[config.mk]
export PLATFORM = sky130hd
export DESIGN_NAME = dvp_pattern_source_flat
export DESIGN_NICKNAME = d
export VERILOG_FILES = /design/src/rtl/dvp_pattern_source_if.sv /design/src/rtl/dvp_pattern_source.sv /design/src/flat_wrapper.sv
export SDC_FILE = /design/constraint.sdc
export NUM_CORES = 1
export LEC_CHECK = 0
export ABC_AREA = 1
export ABC_CLOCK_PERIOD_IN_PS = 2900
export BUFFER_PORTS_ARGS = -buffer_cell sky130_fd_sc_hd__buf_4
export CORE_MARGIN = 3
export CORE_UTILIZATION = 54
export DETAILED_ROUTE_END_ITERATION = 7
export PLACE_DENSITY = 0.76
export REMOVE_ABC_BUFFERS = 1
export SYNTH_ARGS = -nofsm -noshare
export SYNTH_HDL_FRONTEND = slang
export SYNTH_SLANG_ARGS = --single-unit
export TNS_END_PERCENT = 30
[constraint.sdc]
create_clock -name iclk -period 2.9 [get_ports iclk]
set_input_delay 0.145 -clock iclk [delete_from_list [all_inputs] [get_ports iclk]]
set_output_delay 0.145 -clock iclk [all_outputs]
set_load 0.02 [all_outputs]
[src/rtl/dvp_pattern_source_if.sv]
// DVP output bundle of the synthetic pattern source: sync, line-valid, Y8 data and frame status.
// The source drives it through the master modport; a frame-buffer front end samples it as slave.
interface dvp_pattern_source_if;
    logic       ovsync;
    logic       ohref;
    logic [7:0] opixdata;
    logic       oframe_done;
    logic [7:0] oframe_cnt;

    modport master (
        output ovsync,
        output ohref,
        output opixdata,
        output oframe_done,
        output oframe_cnt
    );

    modport slave (
        input ovsync,
        input ohref,
        input opixdata,
        input oframe_done,
        input oframe_cnt
    );
endinterface

[src/rtl/dvp_pattern_source.sv]
// Synthetic OV2640-style DVP transmitter generating VSYNC/HREF/Y8 test patterns in the PIXCLK domain.
// Every output is a flop; next-state and next-output logic are computed from the same _d values.
module dvp_pattern_source #(
    parameter int unsigned H_ACTIVE = 640,
    parameter int unsigned H_BLANK  = 144,
    parameter int unsigned V_ACTIVE = 480,
    parameter int unsigned VS_LINES = 3,
    parameter int unsigned V_BPORCH = 17,
    parameter int unsigned V_FPORCH = 10,
    parameter logic        VS_POL   = 1'b0
) (
    input  logic                        iclk,
    input  logic                        irst_n,
    input  logic                        ienable,
    input  logic [1:0]                  ipattern,
    dvp_pattern_source_if.master        dvp
);

    localparam int unsigned H_TOTAL = H_ACTIVE + H_BLANK;
    localparam int unsigned MaxA    = (VS_LINES > V_BPORCH) ? VS_LINES : V_BPORCH;
    localparam int unsigned MaxB    = (V_ACTIVE > V_FPORCH) ? V_ACTIVE : V_FPORCH;
    localparam int unsigned MaxLine = (MaxA > MaxB) ? MaxA : MaxB;
    localparam int unsigned HW      = (H_TOTAL > 1) ? $clog2(H_TOTAL) : 1;
    localparam int unsigned LW      = (MaxLine > 1) ? $clog2(MaxLine) : 1;

    localparam logic [HW-1:0] HLast    = HW'(H_TOTAL - 1);
    localparam logic [HW-1:0] HActEnd  = HW'(H_ACTIVE);
    localparam logic [LW-1:0] VsLast   = LW'(VS_LINES - 1);
    localparam logic [LW-1:0] VbpLast  = LW'(V_BPORCH - 1);
    localparam logic [LW-1:0] VactLast = LW'(V_ACTIVE - 1);
    localparam logic [LW-1:0] VfpLast  = LW'(V_FPORCH - 1);

    typedef enum logic [2:0] {StIdle, StVsync, StVbp, StActive, StVfp} state_e;

    state_e        state_q, state_d;
    logic [HW-1:0] h_q, h_d;
    logic [LW-1:0] l_q, l_d;
    logic [1:0]    pat_q, pat_d;
    logic [7:0]    cnt_q, cnt_d;
    logic          vsync_q, vsync_d;
    logic          href_q, href_d;
    logic [7:0]    pix_q, pix_d;
    logic          done_q, done_d;

    logic [LW-1:0] l_last;
    logic [7:0]    x8, y8, pat_pix;

    always_comb begin
        state_d = state_q;
        h_d     = h_q;
        l_d     = l_q;
        pat_d   = pat_q;
        l_last  = '0;

        unique case (state_q)
            StVsync:  l_last = VsLast;
            StVbp:    l_last = VbpLast;
            StActive: l_last = VactLast;
            StVfp:    l_last = VfpLast;
            default:  l_last = '0;
        endcase

        if (state_q == StIdle) begin
            if (ienable) begin
                state_d = StVsync;
            end
        end else begin
            h_d = (h_q == HLast) ? '0 : h_q + 1'b1;
            if (h_q == HLast) begin
                if (l_q == l_last) begin
                    l_d = '0;
                    unique case (state_q)
                        StVsync:  state_d = StVbp;
                        StVbp:    state_d = StActive;
                        StActive: state_d = StVfp;
                        // ienable is only looked at here and in IDLE, so a frame always completes
                        StVfp:    state_d = ienable ? StVsync : StIdle;
                        default:  state_d = StIdle;
                    endcase
                end else begin
                    l_d = l_q + 1'b1;
                end
            end
        end

        if ((state_d == StVsync) && (state_q != StVsync)) begin
            pat_d = ipattern;
        end
    end

    // Outputs are derived from the next-cycle position so they register together with the FSM.
    always_comb begin
        x8 = 8'(h_d);
        y8 = 8'(l_d);
        unique case (pat_q)
            2'd0:    pat_pix = x8;
            2'd1:    pat_pix = y8;
            2'd2:    pat_pix = (x8[3] ^ y8[3]) ? 8'hFF : 8'h00;
            default: pat_pix = x8 + cnt_q;
        endcase

        vsync_d = (state_d == StVsync) ? VS_POL : ~VS_POL;
        href_d  = (state_d == StActive) && (h_d < HActEnd);
        pix_d   = href_d ? pat_pix : 8'h00;
        done_d  = (state_d == StVfp) && (h_d == HLast) && (l_d == VfpLast);
        cnt_d   = cnt_q + {7'd0, done_d};
    end

    always_ff @(posedge iclk or negedge irst_n) begin
        if (!irst_n) begin
            state_q <= StIdle;
            h_q     <= '0;
            l_q     <= '0;
            pat_q   <= 2'd0;
            cnt_q   <= 8'd0;
            vsync_q <= ~VS_POL;
            href_q  <= 1'b0;
            pix_q   <= 8'h00;
            done_q  <= 1'b0;
        end else begin
            state_q <= state_d;
            h_q     <= h_d;
            l_q     <= l_d;
            pat_q   <= pat_d;
            cnt_q   <= cnt_d;
            vsync_q <= vsync_d;
            href_q  <= href_d;
            pix_q   <= pix_d;
            done_q  <= done_d;
        end
    end

    assign dvp.ovsync      = vsync_q;
    assign dvp.ohref       = href_q;
    assign dvp.opixdata    = pix_q;
    assign dvp.oframe_done = done_q;
    assign dvp.oframe_cnt  = cnt_q;

endmodule
[src/flat_wrapper.sv]
// flat-port wrapper written by rule: the top's interface ports become plain ports
module dvp_pattern_source_flat 
#(
    parameter int unsigned H_ACTIVE = 640,
    parameter int unsigned H_BLANK  = 144,
    parameter int unsigned V_ACTIVE = 480,
    parameter int unsigned VS_LINES = 3,
    parameter int unsigned V_BPORCH = 17,
    parameter int unsigned V_FPORCH = 10,
    parameter logic        VS_POL   = 1'b0
)
  (iclk, irst_n, ienable, ipattern, dvp_ovsync, dvp_ohref, dvp_opixdata, dvp_oframe_done, dvp_oframe_cnt);
  dvp_pattern_source_if dvp_i ();
  input  logic iclk;
  input  logic irst_n;
  input  logic ienable;
  input  logic [1:0] ipattern;
  output wire logic [$bits(dvp_i.ovsync)-1:0] dvp_ovsync;
  output wire logic [$bits(dvp_i.ohref)-1:0] dvp_ohref;
  output wire logic [$bits(dvp_i.opixdata)-1:0] dvp_opixdata;
  output wire logic [$bits(dvp_i.oframe_done)-1:0] dvp_oframe_done;
  output wire logic [$bits(dvp_i.oframe_cnt)-1:0] dvp_oframe_cnt;
  assign dvp_ovsync = dvp_i.ovsync;
  assign dvp_ohref = dvp_i.ohref;
  assign dvp_opixdata = dvp_i.opixdata;
  assign dvp_oframe_done = dvp_i.oframe_done;
  assign dvp_oframe_cnt = dvp_i.oframe_cnt;
  dvp_pattern_source #(.H_ACTIVE(H_ACTIVE), .H_BLANK(H_BLANK), .V_ACTIVE(V_ACTIVE), .VS_LINES(VS_LINES), .V_BPORCH(V_BPORCH), .V_FPORCH(V_FPORCH), .VS_POL(VS_POL)) u_core (.iclk(iclk), .irst_n(irst_n), .ienable(ienable), .ipattern(ipattern), .dvp(dvp_i));
endmodule
* Word-level counts from Yosys, hierarchy flattened
Index checks and enable logic that the tools add are counted. Widths: inputs -> output; s select.
Storage, ports and cells: register bits 43, input bits 5, output and inout bits 19, logic and storage cells 51
Cells by class: add/subtract/negate cells 4, $lt $le $gt $ge 1, equal/unequal tests 14, multiplexer cells 16, bitwise operators 1, reduce and logical (&&, ||, !) cells 6
Operators by type and width (number):
- $pmux 9 s4 | 1
- $mux 9 | 3
- $pmux 8 s3 | 1
- $eq 10x10->1 const B | 2
- $mux 10 | 2
- $mux 8 | 2
- $mux 3 | 4
- $pmux 3 s4 | 1
- $add 10x1->10 const B | 1
- $lt 10x10->1 const B | 1
- $add 9x1->9 const B | 1
- $eq 3x2->1 const B | 3
- $eq 9x4->1 const B | 1
- $eq 9x9->1 | 1
- $add 8x1->8 | 1
- $add 8x8->8 | 1
- $eq 3x1->1 const B | 2
- $eq 3x3->1 const B | 2
- $logic_and 1x1->1 | 4
- $logic_not 3->1 | 1
- $ne 3x1->1 const B | 1
- $eq 2x1->1 const B | 1
- $eq 2x2->1 const B | 1
- $logic_not 2->1 | 1
- other kinds (2) | 3

* Longest topological paths before layout
Gate-level depths: netlist of the first run.
depth after elaboration 10, depth in mapped cells 21, mapped depth without buffers 20

* Worst setup path before layout of the first run
Ideal clock, no wire load.
path kind flip-flop to flip-flop, from register u_core.h_q[0], to register u_core.pix_q[6], in the netlist u_core.dvp.opixdata[6], setup time 0.119 ns, arrival 2.574 ns, required time 2.781 ns, slack 0.207 ns, stages on the path, launching flop included 19, buffers on the path 1, period minus slack after synthesis 2.693 ns, cell sequence dfrtp_1 > ha_1 > nand3_1 > nor3_2 > buf_6 > o21ai_1 > ha_1 > fa_1 > nand2_1 > inv_1 > o21a_1 > nor2_1 > o21ai_0 > nand2_1 > nand2_1 > a21oi_1 > o21ai_0 > nand2_1 > nor2_1
Between the ends: elaborated cells on any way between the ends 16, classes of those cells 2 x add/sub; 1 x order compare; 2 x eq/ne; 9 x mux; 1 x bitwise; 1 x reduce/logical
RTL lines:
- from (decl) | RTL line dvp_pattern_source.sv:36 | logic [HW-1:0] h_q, h_d;
- from (signal assigned) | RTL line dvp_pattern_source.sv:112 | h_q <= '0;
- from (signal assigned) | RTL line dvp_pattern_source.sv:122 | h_q <= h_d;
- $add 10x1->10 or $eq 10x10->1 (tied branches) | RTL line dvp_pattern_source.sv:68 | h_d = (h_q == HLast) ? '0 : h_q + 1'b1;
- $mux 10 | RTL line dvp_pattern_source.sv:68
- $mux 10 * | RTL line dvp_pattern_source.sv:63 | if (state_q == StIdle) begin
- via u_core.h_d[0] | RTL line dvp_pattern_source.sv:36
- $add 8x8->8 or $lt 10x10->1 (tied branches) | RTL line dvp_pattern_source.sv:99, dvp_pattern_source.sv:103
- $pmux 8 s3 or $logic_and 1x1->1 (tied branches) | RTL line dvp_pattern_source.sv:95, dvp_pattern_source.sv:103
- $mux 8 * | RTL line dvp_pattern_source.sv:104 | pix_d = href_d ? pat_pix : 8'h00;
- via u_core.pix_d[6] | RTL line dvp_pattern_source.sv:42 | logic [7:0] pix_q, pix_d;
- to (signal assigned) | RTL line dvp_pattern_source.sv:128 | pix_q <= pix_d;
- to (decl) | RTL line dvp_pattern_source.sv:42
The timed path passes the listed nets; every way through them passes the cells marked *. A chain may end at the register's enable or synchronous reset.

* Worst setup path in the final report of the first run
from register u_core.h_q[1], to register u_core.cnt_q[7], in the netlist u_core.dvp.oframe_cnt[7]
Between the ends: longest elaborated chain between the ends 7, elaborated cells on any way between the ends 14, classes of those cells 2 x add/sub; 4 x eq/ne; 6 x mux; 2 x reduce/logical
RTL lines:
- $add 10x1->10 or $eq 10x10->1 (tied branches) | RTL line dvp_pattern_source.sv:68, dvp_pattern_source.sv:69
- $mux 10 or $mux 3 (tied branches) | RTL line dvp_pattern_source.sv:68, dvp_pattern_source.sv:69
- $mux 10 or $mux 3 (tied branches) | RTL line dvp_pattern_source.sv:63
- $eq 10x10->1 or $eq 3x3->1 (tied branches) | RTL line dvp_pattern_source.sv:105 | done_d = (state_d == StVfp) && (h_d == HLast) && (l_d == VfpLast);
- $logic_and 1x1->1 | RTL line dvp_pattern_source.sv:105
- $logic_and 1x1->1 * | RTL line dvp_pattern_source.sv:105
- via u_core.done_d | RTL line dvp_pattern_source.sv:43 | logic done_q, done_d;
- $add 8x1->8 * | RTL line dvp_pattern_source.sv:106 | cnt_d = cnt_q + {7'd0, done_d};
- via u_core.cnt_d[7] | RTL line dvp_pattern_source.sv:39 | logic [7:0] cnt_q, cnt_d;
- to (signal assigned) | RTL line dvp_pattern_source.sv:125 | cnt_q <= cnt_d;
- to (decl) | RTL line dvp_pattern_source.sv:39
Marks and branches as above.

==> metrics, run 1 <==
RePlAce Congestion=0.942; Peak Freq=0.346 GHz; pin count of the biggest net entering global routing=44; CP max-delay cell=dfrtp_1; port bufs=23; Final Cycle Share=99.6%; share of cells above drive strength 1=24.3%; fin. max-slew vios=0; Std-Cell Rows=26; Seq/Total Area, Yosys=37.2%; synth-to-layout area growth=24.2%; Leak=1.93 nW; setup TNS=0 ps; Critical Path End Type=register; initial drt markers=324; unrepaired setup endpoints after global routing=true; nets=468; power density cells=308 mW/mm²; synthesized cell area=0.00290 mm²; vias in the first global route=2709; Synth cell types=36; drt total wl=7880 µm; clock buffer count from CTS=5; Overflow after GRT=0; Initial Util=56.4%; startpoint types=register; area of the multi-input gates=0.00177 mm²; die area=0.00628 mm²; clk_skew=9.76 ps; Clock Tree Buf Depth=2; Post-synth EDFFs=0; first-pass GRT wire length=12400 µm; crit path DAT=3080 ps; Crit Path Class=reg2reg; most frequent cell on the critical path=nor2_4; Design Power=1.11 mW; most common flop cell mapped by yosys=dfrtp_1; Total Routing Usage GR=24.9%; average routed wire per standard cell=15.1 µm; Avg Vias per Cell=5.50; final worst slack=11.2 ps; Setup WS pre-CTS=-131 ps; utilization after layout=70.0%; worst slew pin tran=549 ps; Syn Area/Cell=7.12 µm²; max cap viols=0; I/O Pins=24; endpoints failing hold=0; filler cell count in the final layout=431; minimum clock period=2890 ps; most frequent cells in the layout=nand2_1, inv_1, buf_4, dfrtp_1, nor2_1; H-tree depth=2; Cell Count, Final, Fillers Out=522; crit path cell chain=ha_4 > nand2_2 > nor2_4 > nand4_4 > nor2_4 > buf_4 > nand3_1 > nand2_1 > nand3_1 > nor2_1 > nand2_1 > nor2_2 > nand2_2 > nor2_4 > ha_4 > nand3_4 > nor2_4 > nand4_1 > xor2_1; dominant cell type by area after synthesis=dfrtp_1; Hold Path Class=in2reg; vias=2871; Post-Synthesis Cells=407; First-pass DRT Iterations=5; diode count=0; clk slew on worst S/H paths=90 ps; Core Footprint=0.00514 mm²; HPWL after detailed placement=5370 µm; synth warn=0; Die H=79.3 µm; Crit Path Max Fanout=5; Crit path required time=3090 ps; CTS Sinks=43; Post-Place Cells=503; Post-synth ARST share=100%; Synth area leaders=dfrtp_1, nand2_1, inv_1, nor2_1, nand3_1; WHS=104 ps; CTS tree=done; Clock Latency Late Sink=300 ps; DRC viols=0; Final ANT Viol Nets=0; Die W=79.3 µm; commonest non-fill, non-tap cell in the layout=nand2_1; #FFs+latches synth=43; peak supply drop=280 µV; Setup violations, final=0; CTS root buf=clkbuf_8; area occupied by registers=0.00108 mm²; slowest stage delay, CP=440 ps; Slew HR=63.4%; status=finished clean; initial antenna violation count=0; design area=0.00360 mm²; Yosys top cell area share=36.3%; DP Area=0.00318 mm²
timing repair:
action,CTS,global route
endpoints found under the setup margin,5,9
pin swaps,2,16
hold buffers,1,0
resized for setup,6,47
buffers inserted,4,6
hold endpoints to repair,42,0
cell usage after synthesis, types with 2 or more instances:
master,count
a21oi_1,13
buf_4,3
buf_6,2
dfrtp_1,42
ha_1,11
inv_1,53
inv_2,2
nand2_1,121
nand2_2,6
nand3_1,33
nand3_2,2
nand3b_1,3
nand4_1,8
nor2_1,48
nor2_2,5
nor3_1,3
o21ai_0,17
o21ai_1,5
or2_2,3
xnor2_1,3
xor2_1,9
routing by layer:
| metal | vias up | track usage (%) | share of wire (%) |
|---|---|---|---|
| met4 | 0 | 10.8 | 3.0 |
| met1 | 1330 | 32.2 | 40 |
| met5 | - | 0 | 0 |
| met3 | 22 | 4.31 | 6.3 |
| met2 | 139 | 41.1 | 50 |
| li1 | 1380 | - | - |
area by class of cell:
type	instances	area share [%]
Multi-Input combinational cell	303	49.3
Sequential cell	43	30.0
Timing Repair Buffer	43	9.14
Inverter	55	5.81
Tap cell	70	2.43
Clock buffer	6	2.29
Clock inverter	2	0.974
worst max-delay path: cells and delay by family, from the launching register on:
kind / cells / cell delay, ps
and+or+nand+nor: 15 / 1650
DFF: 1 / 440
adders and majority gates: 2 / 370
xor gates and xnor gates: 1 / 180
buffers and inverters: 1 / 150
flip-flops by register name (all words and copies together), names as in the netlist, 2 cells and up:
name,count
u_core.dvp.oframe_cnt,8
u_core.l_q,9
u_core.pat_q,2
u_core.dvp.opixdata,8
u_core.h_q,10
u_core.state_q,3
worst paths after layout:
| path | from | endpoint | slack, ps | depth (start not counted) |
|---|---|---|---|---|
| worst max-delay path | u_core.h_q[1]$_DFF_PN0_ | u_core.dvp.oframe_cnt[7]$_DFF_PN0_ | 10 | 19 |
| worst min-delay path | ipattern[1] | u_core.pat_q[1]$_DFFE_PN0P_ | 100 | 3 |
| worst max register to register | u_core.h_q[1]$_DFF_PN0_ | u_core.dvp.oframe_cnt[7]$_DFF_PN0_ | 10 | 19 |
| worst min register to register | u_core.dvp.oframe_cnt[6]$_DFF_PN0_ | u_core.dvp.oframe_cnt[6]$_DFF_PN0_ | 530 | 1 |
| max in group asynchronous | irst_n | u_core.l_q[0]$_DFF_PN0_ | 2130 | 2 |
| min in group asynchronous | irst_n | u_core.l_q[8]$_DFF_PN0_ | 370 | 2 |
cell families (layout without fill, tap and decap cells):
logic type | Yosys count | count (layout) | share of synthesized area [%]
simple gates | 239 | 239 | 37.3
buf+inv | 61 | 106 | 8.81
fa+ha+maj | 12 | 12 | 5.44
compound gates | 40 | 40 | 7.64
xor+xnor | 12 | 12 | 3.63
flops | 43 | 43 | 37.2
power breakdown:
part / internal [mW] / total [mW] / switching, mW
Sequential: 0.599 / 0.599 / 0
Combinational: 0.00446 / 0.0164 / 0.0119
Clock: 0.279 / 0.495 / 0.216
Total: 0.882 / 1.11 / 0.228
No activity file was read; power rests on OpenSTA's default activity.
==> run 2, diff against run 1 <==
--- a/config.mk
+++ b/config.mk
@@ -5,7 +5,6 @@
 export SDC_FILE = /design/constraint.sdc
 export NUM_CORES = 1
 export LEC_CHECK = 0
-export ABC_AREA = 1
 export ABC_CLOCK_PERIOD_IN_PS = 2900
 export BUFFER_PORTS_ARGS = -buffer_cell sky130_fd_sc_hd__buf_4
 export CORE_MARGIN = 3
==> metrics, run 2 <==
power density cells=281 mW/mm² (-9.0%); Critical Path End Type=register; crit path DAT=3700 ps (+620 ps); Hold Path Class=in2reg; synth warn=0 (unchanged); Clock Tree Buf Depth=2 (unchanged); Reg-to-Reg End=u_core.dvp.oframe_cnt[5]$_DFF_PN0_; synthesized cell area=0.00275 mm² (-5.3%); Slew HR=63.2% (-0.19 points); Seq/Total Area, Yosys=39.2% (+2.1 points); H-tree depth=2 (unchanged); CTS Sinks=43 (unchanged); largest reg by FF count=u_core.h_q; Crit path required time=3110 ps (+20 ps); commonest non-fill, non-tap cell in the layout=buf_4; worst slew pin tran=552 ps (+2.88 ps); sw power=0.243 mW (+6.9%); Setup violations, final=13 (+13); share of cells above drive strength 1=42.5% (+18 points); utilization after layout=81.6% (+12 points); Core Footprint=0.00482 mm² (-6.3%); First-pass DRT Iterations=5 (unchanged); cell count of the worst hold path=2 (-1); final worst slack=-593 ps (-605 ps); Crit Path Max Fanout=5 (unchanged); port bufs=23 (unchanged); drt total wl=9770 µm (+24%); I/O Pins=24 (unchanged); diode count=0 (unchanged); vias in the first global route=3018 (+11%); Std-Cell Rows=25 (-3.8%); first-pass GRT wire length=15100 µm (+21%); area occupied by registers=0.00108 mm² (-0.23%); Reg-to-Reg Start=u_core.state_q[2]$_DFF_PN0_; Peak Freq=0.286 GHz (-17%); Crit Path Class=reg2reg; Post-synth EDFFs=0 (unchanged); CTS root buf=clkbuf_8; endpoints failing hold=0 (unchanged); HPWL after detailed placement=6580 µm (+23%); clk slew on worst S/H paths=90 ps (about the same); Final Cycle Share=120% (+21 points); DRC viols=0 (unchanged); fin. max-slew vios=0 (unchanged); CTS tree=done; average routed wire per standard cell=20.8 µm (+38%); Post-Synthesis Cells=297 (-27%); Die H=77.3 µm (-2.5%); Avg Vias per Cell=6.26 (+14%); Overflow after GRT=0 (unchanged); Top Registers=u_core.h_q x10, u_core.l_q x9; minimum clock period=3490 ps (+605 ps); Post-synth ARST share=100% (unchanged); sw frac=22.1% (+1.5 points); #FFs+latches synth=43 (unchanged); Synth area leaders=dfrtp_1, ha_1, xnor2_1, nand2_1, nor2_1; Post-Place Cells=455 (-9.5%); most common flop cell mapped by yosys=dfrtp_1; initial antenna violation count=0 (unchanged); Cell Count, Final, Fillers Out=469 (-10%); P_int=0.860 mW (-2.5%); register share of total power=54.3% (+0.3 points); filler cell count in the final layout=306 (-29%); peak supply drop=361 µV (+29%); unrepaired setup endpoints after global routing=true; die area=0.00598 mm² (-4.9%); Comb power frac=1.5% (about the same); pin count of the biggest net entering global routing=44 (unchanged); startpoint types=register; Syn Area/Cell=9.24 µm² (+30%); Yosys top cell area share=38.3% (+2.0 points); max cap viols=0 (unchanged); cell with the most instances after synthesis=dfrtp_1; Leak=1.84 nW (-4.6%); RePlAce Congestion=0.965 (+2.4%); failing checks=setup timing; Worst Hold End=u_core.pat_q[0]$_DFFE_PN0P_; register-to-register setup slack=-590 ps (-600 ps); dominant cell type by area after synthesis=dfrtp_1; initial drt markers=293 (-9.6%); max reg flops=10 (unchanged); Total Routing Usage GR=32.8% (+7.9 points); commonest cells in the synthesized netlist=dfrtp_1, nand2_1, nor2_1; clk_skew=11.1 ps (+1.31 ps); area of the multi-input gates=0.00178 mm² (+0.56%); most frequent cells in the layout=buf_4, dfrtp_1, nand2_1, nor2_1, o21ai_0; Final ANT Viol Nets=0 (unchanged); nets=418 (-11%); Synth cell types=62 (+72%); Worst Reg-to-Reg Cells=11 (-8); clock buffer count from CTS=5 (unchanged); synth-to-layout area growth=43.3%; Initial Util=57.0% (+0.61 points); Clock Latency Late Sink=310 ps (about the same); Die W=77.3 µm (-2.5%); vias=2937 (+2.3%); hold path start=ipattern[0]; Clock power frac=44.2% (-0.4 points); status=finished with violations
-- run 2: how the worst max path moves through the flow --
stage | from | to | depth (start not counted) | slack [ps]
floorplan | u_core.h_q[4]$_DFF_PN0_ | u_core.dvp.oframe_cnt[4]$_DFF_PN0_ | 11 | -640
global placement | u_core.h_q[5]$_DFF_PN0_ | u_core.dvp.oframe_cnt[4]$_DFF_PN0_ | 12 | -770
detailed placement | u_core.h_q[5]$_DFF_PN0_ | u_core.dvp.oframe_cnt[4]$_DFF_PN0_ | 12 | -790
CTS | u_core.l_q[2]$_DFF_PN0_ | u_core.dvp.oframe_cnt[7]$_DFF_PN0_ | 11 | -290
global route | u_core.state_q[2]$_DFF_PN0_ | u_core.dvp.oframe_cnt[5]$_DFF_PN0_ | 11 | -690
finish | u_core.state_q[2]$_DFF_PN0_ | u_core.dvp.oframe_cnt[5]$_DFF_PN0_ | 11 | -590
-- run 2: stage by stage --
stage / instance area, µm² / power [mW] / setup TNS (ps) / hold slack (ps) / setup WS (ps)
final: 3930 / 1.10 / -3850 / 73.5 / -593
after global routing: 3930 / 1.13 / -5370 / 71.3 / -688
after CTS: 3820 / 1.10 / -1930 / 75.5 / -291
after detailed placement: 3540 / 0.628 / -7050 / 167 / -792
after global placement: 3540 / 0.627 / -6630 / 164 / -774
after floorplan: 2680 / 0.611 / -4040 / -151 / -642
-- run 2: cells by family after synthesis --
family          after synthesis  share of synthesized area, %
xor+xnor                     20                          6.38
compound gates               63                          16.9
simple gates                129                          25.1
mux                           7                          2.69
flops                        43                          39.2
fa+ha+maj                    12                          5.74
buf+inv                      23                          3.92
-- run 2: area by class of cell --
class,count,share of cell area [%]
Multi-Input combinational cell,231,45.4
Sequential cell,43,27.4
Timing Repair Buffer,110,21.3
Tap cell,67,2.13
Clock buffer,5,1.75
Clock inverter,3,1.11
Inverter,10,0.955
-- run 2: power by group through the flow --
stage / sequential, mW / clock (mW) / combinational (mW)
floorplan: 0.611 / 0 / 0.0000782
global placement: 0.611 / 0 / 0.0164
detailed placement: 0.611 / 0 / 0.0166
CTS: 0.599 / 0.481 / 0.0177
global route: 0.599 / 0.512 / 0.0194
finish: 0.599 / 0.488 / 0.0168
-- run 2: routing by layer --
layer / share of wire, % / GRT usage, % / vias up
met2: 51 / 56.8 / 152
met1: 37 / 37.6 / 1428
met3: 5.6 / 6.57 / 61
met5: 0 / 0 / -
li1: - / - / 1296
met4: 6.5 / 18.3 / 0
-- run 2: repair_timing --
action / in CTS / in global routing
gates resized for setup: 35 / 17
endpoints found under the hold margin: 42 / 0
hold buffers: 1 / 0
pin swaps: 12 / 7
setup buffers: 2 / 4
setup endpoints to repair: 16 / 16
-- run 2: critical path: stages, from the launching register on --
cell and delay, ps:
dfrtp_2 470, nor3_4 320, o21ai_0 220, a22oi_1 220, or3b_1 360, a2111oi_0 380, nand3b_1 200, a2111oi_4 470
ha_4 230, buf_4 120, nand3_1 110, xnor2_1 290
